<file path="src/rtl/uart_pkg.sv">
// Shared definitions for the UART hex sender: frame states and ASCII constants.
package uart_pkg;

    typedef enum logic [2:0] {
        IDLE     = 3'd0,
        SEND_HEX = 3'd1,
        SEND_CR  = 3'd2,
        SEND_LF  = 3'd3,
        DONE     = 3'd4
    } state_e;

    localparam logic [7:0] ASCII_CR = 8'h0D;
    localparam logic [7:0] ASCII_LF = 8'h0A;
    localparam logic [7:0] ASCII_0  = 8'h30;
    localparam logic [7:0] ASCII_A  = 8'h41;

endpackage

</file>
<file path="src/rtl/nibble_to_ascii.sv">
// Combinational conversion of one nibble to its uppercase ASCII hex character.
module nibble_to_ascii (
    input  logic [3:0] nibble,
    output logic [7:0] ascii
);
    import uart_pkg::*;

    logic [7:0] nibble_ext_s;

    assign nibble_ext_s = {4'h0, nibble};
    assign ascii = (nibble < 4'd10) ? (ASCII_0 + nibble_ext_s)
                                    : (ASCII_A + nibble_ext_s - 8'd10);

endmodule

</file>
<file path="src/rtl/uart_hex_sender.sv">
// Prints a DATA_W-bit value as uppercase hex on a UART write port, optionally
// followed by CR LF; bytes advance only while the UART FIFO is not full.
module uart_hex_sender #(
    parameter int DATA_W = 16,
    parameter int EOL_EN = 1
) (
    input  logic              clk,
    input  logic              reset,
    input  logic              start,
    input  logic [DATA_W-1:0] din,
    input  logic              tx_full,
    output logic              wr_uart,
    output logic [7:0]        w_data,
    output logic              busy,
    output logic              done
);
    import uart_pkg::*;

    localparam int CNT_W = $clog2(DATA_W / 4) + 1;
    localparam logic [CNT_W-1:0] LAST_NIB = CNT_W'(DATA_W / 4 - 1);
    localparam logic [CNT_W-1:0] CNT_ONE  = CNT_W'(1);

    state_e            state_r, state_next_s;
    logic [DATA_W-1:0] shift_r, shift_next_s;
    logic [CNT_W-1:0]  cnt_r, cnt_next_s;
    logic              wr_s;
    logic [7:0]        data_s;
    logic [7:0]        hex_char_s;

    nibble_to_ascii u_nibble_to_ascii (
        .nibble (shift_r[DATA_W-1 -: 4]),
        .ascii  (hex_char_s)
    );

    // State, shift register and nibble counter
    always_ff @(posedge clk) begin
        if (reset) begin
            state_r <= IDLE;
            shift_r <= '0;
            cnt_r   <= '0;
        end else begin
            state_r <= state_next_s;
            shift_r <= shift_next_s;
            cnt_r   <= cnt_next_s;
        end
    end

    // Next-state logic and write-port drive; nothing moves while tx_full is set
    always_comb begin
        state_next_s = state_r;
        shift_next_s = shift_r;
        cnt_next_s   = cnt_r;
        wr_s         = 1'b0;
        data_s       = 8'h00;
        case (state_r)
            IDLE: begin
                if (start) begin
                    state_next_s = SEND_HEX;
                    shift_next_s = din;
                    cnt_next_s   = '0;
                end else begin
                    state_next_s = IDLE;
                end
            end
            SEND_HEX: begin
                data_s = hex_char_s;
                if (!tx_full) begin
                    wr_s         = 1'b1;
                    shift_next_s = shift_r << 4;
                    cnt_next_s   = cnt_r + CNT_ONE;
                    if (cnt_r == LAST_NIB) begin
                        state_next_s = (EOL_EN != 0) ? SEND_CR : DONE;
                    end else begin
                        state_next_s = SEND_HEX;
                    end
                end else begin
                    state_next_s = SEND_HEX;
                end
            end
            SEND_CR: begin
                data_s = ASCII_CR;
                if (!tx_full) begin
                    wr_s         = 1'b1;
                    state_next_s = SEND_LF;
                end else begin
                    state_next_s = SEND_CR;
                end
            end
            SEND_LF: begin
                data_s = ASCII_LF;
                if (!tx_full) begin
                    wr_s         = 1'b1;
                    state_next_s = DONE;
                end else begin
                    state_next_s = SEND_LF;
                end
            end
            DONE: begin
                state_next_s = IDLE;
            end
            default: begin
                state_next_s = IDLE;
            end
        endcase
    end

    assign wr_uart = wr_s;
    assign w_data  = data_s;
    assign busy    = (state_r != IDLE);
    assign done    = (state_r == DONE);

endmodule

</file>
<file path="config.mk">
export PLATFORM = sky130hd
export DESIGN_NAME = uart_hex_sender
export DESIGN_NICKNAME = d
export VERILOG_FILES = /design/src/rtl/uart_pkg.sv /design/src/rtl/nibble_to_ascii.sv /design/src/rtl/uart_hex_sender.sv
export SDC_FILE = /design/constraint.sdc
export NUM_CORES = 1
export LEC_CHECK = 0
export BUFFER_PORTS_ARGS = -buffer_cell sky130_fd_sc_hd__buf_2
export CAP_MARGIN = 20
export CORE_ASPECT_RATIO = 1.75
export CORE_UTILIZATION = 55
export CTS_CLUSTER_SIZE = 24
export DETAILED_ROUTE_END_ITERATION = 16
export PLACE_DENSITY = 0.78
export SKIP_LAST_GASP = 1
export SLEW_MARGIN = 15
export SYNTH_ARGS = -nofsm -noshare
export SYNTH_HDL_FRONTEND = slang
export SYNTH_SLANG_ARGS = --single-unit
</file>
<file path="constraint.sdc">
create_clock -name clk -period 3.35 [get_ports clk]
set_clock_uncertainty 0.15 [all_clocks]
set_input_delay 0.67 -clock clk [delete_from_list [all_inputs] [get_ports clk]]
set_output_delay 0.67 -clock clk [all_outputs]
set_load 0.1 [all_outputs]
</file>
== Yosys cells after proc, flatten, opt, wreduce, memory -nomap -nowiden ==
Cells that the tools add are included.

* Register bits: 22
* Input bits: 20
* Output and inout port bits: 11

* Add/sub/neg operators: 4
* $lt $le $gt $ge: 1
* Eq/ne operators: 7
* Multiplexer cells: 16
* Reductions and logical operators: 5

{| class="wikitable"
|+ Operators by type and width
! kind !! number
|-
| 16-bit two-way mux || 2
|-
| 16-bit case mux with 2 select lines || 1
|-
| 8-bit case mux with 3 select lines || 1
|-
| 3-bit two-way mux || 4
|-
| 3-bit case mux with 4 select lines || 1
|-
| 3-bit by 2-bit equality test with 1-bit output, second input constant || 3
|-
| 7-bit by 4-bit adder with 8-bit output, first input constant || 1
|-
| 8-bit two-way mux || 1
|-
| 8-bit by 4-bit subtractor with 8-bit output, second input constant || 1
|-
| 6-bit by 4-bit adder with 7-bit output, first input constant || 1
|-
| 3-bit case mux with 2 select lines || 1
|-
| 4-bit less-than comparator, second input constant || 1
|-
| 1-bit two-way mux || 4
|-
| 2-bit inequality test, second input constant || 2
|-
| 3-bit by 1-bit adder with 3-bit output, second input constant || 1
|-
| 3-bit by 1-bit equality test with 1-bit output, second input constant || 1
|-
| 3-bit equality test, second input constant || 1
|-
| 3-bit logical NOT || 1
|-
| 3-bit AND reduction || 1
|-
| 3-bit nonzero test || 1
|-
| 3-bit OR reduction || 1
|-
| 2-bit two-way mux || 1
|-
| 2-bit nonzero test || 1
|}

== Logic depth before layout (Yosys ltp) ==
* Depth in word-level cells: 4
* Depth in mapped cells: 5

== Cells and area by module ==
Synthesis repeated with hierarchy kept, for this count alone.

* Cells, all modules: 148
* Area, all modules: 1282.5 um^2

{| class="wikitable"
|+ Modules (own cells, without submodules)
! module !! times used !! cells each !! area each (um^2) !! seq. area each (um^2)
|-
| uart_hex_sender || 1 || 132 || 1177.4 || 440.4
|-
| nibble_to_ascii || 1 || 16 || 105.1 || 0.0
|}

== Worst setup path after synthesis ==
Ideal clock, no wire load.

* Kind: input -> output
* Start: input tx_full
* End: output wr_uart
* Arrival: 3.047 ns
* Required time: 2.530 ns
* Slack: -0.517 ns
* Stages on the path: 3
* Cells stage by stage: buf_4 -> buf_2 -> nor3_1

* Cells in the longest elaborated chain, start to end: 2

{| class="wikitable"
|+ RTL lines
! element !! line !! source
|-
| start: declaration || uart_hex_sender.sv:11 || <nowiki>input logic tx_full,</nowiki>
|-
| 1-bit two-way mux || uart_hex_sender.sv:67, uart_hex_sender.sv:82, uart_hex_sender.sv:91 ||
|-
| 1-bit two-way mux || - ||
|-
| end: declaration || uart_hex_sender.sv:12 || <nowiki>output logic wr_uart,</nowiki>
|}

No other way between the ends.

== Worst setup path after layout ==
* Start: register state_r[1]
* End: output w_data[2]

* Cells in the longest elaborated chain, start to end: 2

{| class="wikitable"
|+ RTL lines
! element !! line !! source
|-
| start: declaration || uart_hex_sender.sv:23 || <nowiki>state_e state_r, state_next_s;</nowiki>
|-
| start signal: assignment || uart_hex_sender.sv:42 || <nowiki>state_r <= state_next_s;</nowiki>
|-
| 3-bit by 2-bit equality test with 1-bit output / 3-bit by 1-bit equality test with 1-bit output (equally long branches) || uart_hex_sender.sv:55 || <nowiki>case (state_r)</nowiki>
|-
| 8-bit case mux with 3 select lines * || uart_hex_sender.sv:55 ||
|-
| end: declaration || uart_hex_sender.sv:13 || <nowiki>output logic [7:0] w_data,</nowiki>
|}

Every way passes the cells marked *; elsewhere a longest branch is shown, timed or not.

==> qor.csv <==
stage;metric;value;unit
routing;final_antenna_net_count;0;
timing;hold_viol;0;
flow_run;max_cap_viol_count;0;
pwr;total_power;775;uW
pwr;intPower;515;uW
finish;diodes;0;
routing;vias;1278;
timing;rsz0062_at_grt;false;
yosys;yosysUniqueCellTypes;42;
global_route;track_usage;22.2;%
worst_setup_path;cp_max_fo;18;
worst_setup_path;path_class;reg2out;
clock_tree;clk_path_buf_depth;2;
worst_setup_path;rr_worst_depth;3;
outcome;status;finished, final reports clean;
yosys;synth_nets;191;
global_route;grt_pass1_wl;4.56;mm
worst_setup_path;rr_endpoint;shift_r[14];
worst_setup_path;cp-start-kind;flip-flop;
routing;wire_per_inst;13.7;um
worst_setup_path;cp.required;2530;ps
worst_setup_path;r2r_setup_slack;1330;ps
worst_hold_path;whs_path_depth;2;
timing;tns;0;ps
routing;drcViolationCount;0;
pwr;seqPwrFrac;38.3;%
pwr;combPwrFrac;29.5;%
clock_tree;cts_tree;built;
timing;timing.final.ws_setup;488;ps
place;dp_hpwl;2.02;mm
clock_tree;ctsResizeCount;0;
yosys;syn_inst;168;
timing;tightest_slew;769;ps
worst_setup_path;end_kind;output port;
yosys;syn_area;0.00143;mm2
die;coreArea;0.00246;mm2
place;gp_congestion;0.768;
clock_tree;cts.sinks;22;
timing;min_period_over_period;85.4;%
pwr;ir_drop;320;uV
yosys;synthFlopType;dfxtp_1;
pwr;p_sw_share;33.6;%
finish;layout-drive-gt1-share;26.7;%
timing;max_freq;349;MHz
clock_tree;clkTransAtPathRegs;80;ps
pwr;p_switching;260;uW
clock_tree;h-tree-depth;1;
worst_hold_path;hold_start;shift_r[4];
yosys;async_flop_share;0;%
routing;wl;2.91;mm
die;die_h;69.3;um
pwr;pwr-share-clk;32.3;%
clock_tree;cts_hold_buffers;0;
yosys;synth_edf_count;0;
finish;fillers;225;
clock_tree;clk_latency;260;ps
die;start_util;57.9;%
routing;dr.pass1.iters;4;
finish;register_area;440;um2
finish;multi_input_area;843;um2
die;dieArea;0.00281;mm2
timing;timing.final.crit_period;2860;ps
clock_tree;root_buffer;clkbuf_8;
routing;drt_iter0_markers;49;
place;detailedPlace.worstSlack;776;ps
pwr;p_leak;0.691;nW
place;numPortBuffers;29;
pwr;power.density;485;mW/mm2
worst_setup_path;crit_arrival;2040;ps
global_route;grt_overflow_total;0;
die;dieWidth;40.5;um
clock_tree;cts_setup_buffers;0;
finish;nets;211;
worst_setup_path;reg2reg_from;state_r[1];
clock_tree;cts_made_buffers;3;
timing;relSlewSlack;48.7;%
yosys;synth_top_cell_by_area;dfxtp_1;
global_route;antenna_found_initial;0;
die;fp-row-count;24;
worst_hold_path;min_path_type;reg2reg;
finish;area_growth;12.0;%
yosys;synth_top_area_share;30.9;%
die;io_pins;31;
routing;avgViaCountPerCell;6.00;
timing;setup_viol;0;
yosys;synth_warnings;0;
yosys;synth_seq_cells;22;
finish;fin_area;0.00160;mm2
yosys;synth.area.top_cells;dfxtp_1, a221oi_2, nor2_1, a22o_1, inv_1;
place;placed_area;0.00153;mm2
yosys;seq_area_frac_synth;30.9;%
yosys;avgSynthCellArea;8.48;um2
timing;slew_violations;0;
global_route;grt_pass1_vias;1108;
global_route;grt_max_degree;44;
worst_hold_path;min_to;shift_r[4];
## logic make-up after synthesis
group,Yosys count,share of synthesized area [%]
buffers and inverters,30,10.6
adders and majority gates,3,2.63
muxes,2,1.40
and+or+nand+nor,64,25.1
AOI/OAI and AO/OA,46,29.1
DFF,22,30.9
other,1,0.263
## critical path, stage by stage, from the launching register on
cell	delay [ps]
dfxtp_1	490
nor2_4	530
nand2_1	170
o21ai_1	150
buf_2	430
## worst max path at each step
stage	startpoint	to	slack [ps]
finish	state_r[1]	w_data[2]	490
global route	state_r[1]	w_data[2]	340
CTS	state_r[1]	w_data[2]	480
detailed placement	state_r[1]	w_data[2]	780
global placement	state_r[1]	w_data[2]	860
floorplan	state_r[2]	w_data[0]	100
## power groups by stage
stage	Combinational (mW)	Clock (mW)	Sequential [mW]
after floorplan	0.198	0	0.300
after global placement	0.224	0	0.302
after detailed placement	0.229	0	0.303
after CTS	0.230	0.252	0.297
after global routing	0.248	0.256	0.299
final	0.228	0.250	0.297
## through the flow
stage	util, %	hold slack (ps)	std cells
after floorplan	-	293	168
after global placement	61.9	297	209
after detailed placement	61.9	302	209
after CTS	64.8	318	213
after global routing	64.8	336	213
final	64.8	319	213
## synth_stat cells (2+ instances only)
cell type	count
a22o_1	11
nor2_1	27
a221oi_1	2
nor3_1	3
nand2_1	3
buf_6	2
a21oi_1	3
o21ai_0	5
nand3b_1	5
ha_1	3
o31ai_1	2
nor2b_1	6
a221oi_2	10
clkbuf_1	4
buf_4	5
nand2b_1	8
o21ai_1	4
buf_2	4
dfxtp_1	22
mux2i_1	2
inv_1	15
o211ai_1	2
## routing by layer
metal | share of wire, % | global-route usage [%] | up-vias
met5 | 0 | 0 | -
met4 | 1.0 | 7.41 | 0
met3 | 4.7 | 1.92 | 4
met2 | 54 | 40.0 | 46
met1 | 40 | 24.3 | 591
li1 | - | - | 637
## sequential cells by signal (all words and copies together), names as in the netlist
name / count
shift_r: 16
cnt_r: 3
state_r: 3
## final cells by class
type	instances	share of cell area (%)
inverters	15	3.53
multi-input cells	116	52.8
flip-flops and latches	22	27.6
repair buffers	30	9.56
clock inverters	1	1.88
clock buffers	3	2.59
well taps	26	2.04
## cells in the final DEF, fill, tap and decap left out, types with 2 or more instances in the layout
| cell | n |
|---|---|
| nor3_2 | 2 |
| nor2b_1 | 6 |
| nand2_1 | 3 |
| a22o_1 | 11 |
| nor2_1 | 27 |
| buf_2 | 29 |
| o211ai_1 | 2 |
| nand2b_1 | 8 |
| a221oi_1 | 2 |
| o21ai_1 | 4 |
| a21oi_1 | 3 |
| o31ai_1 | 2 |
| inv_1 | 15 |
| ha_1 | 3 |
| nand3b_1 | 5 |
| o21ai_0 | 5 |
| clkbuf_8 | 3 |
| mux2i_1 | 2 |
| dfxtp_1 | 22 |
| a221oi_2 | 10 |
(Power assumes the default switching activity.)
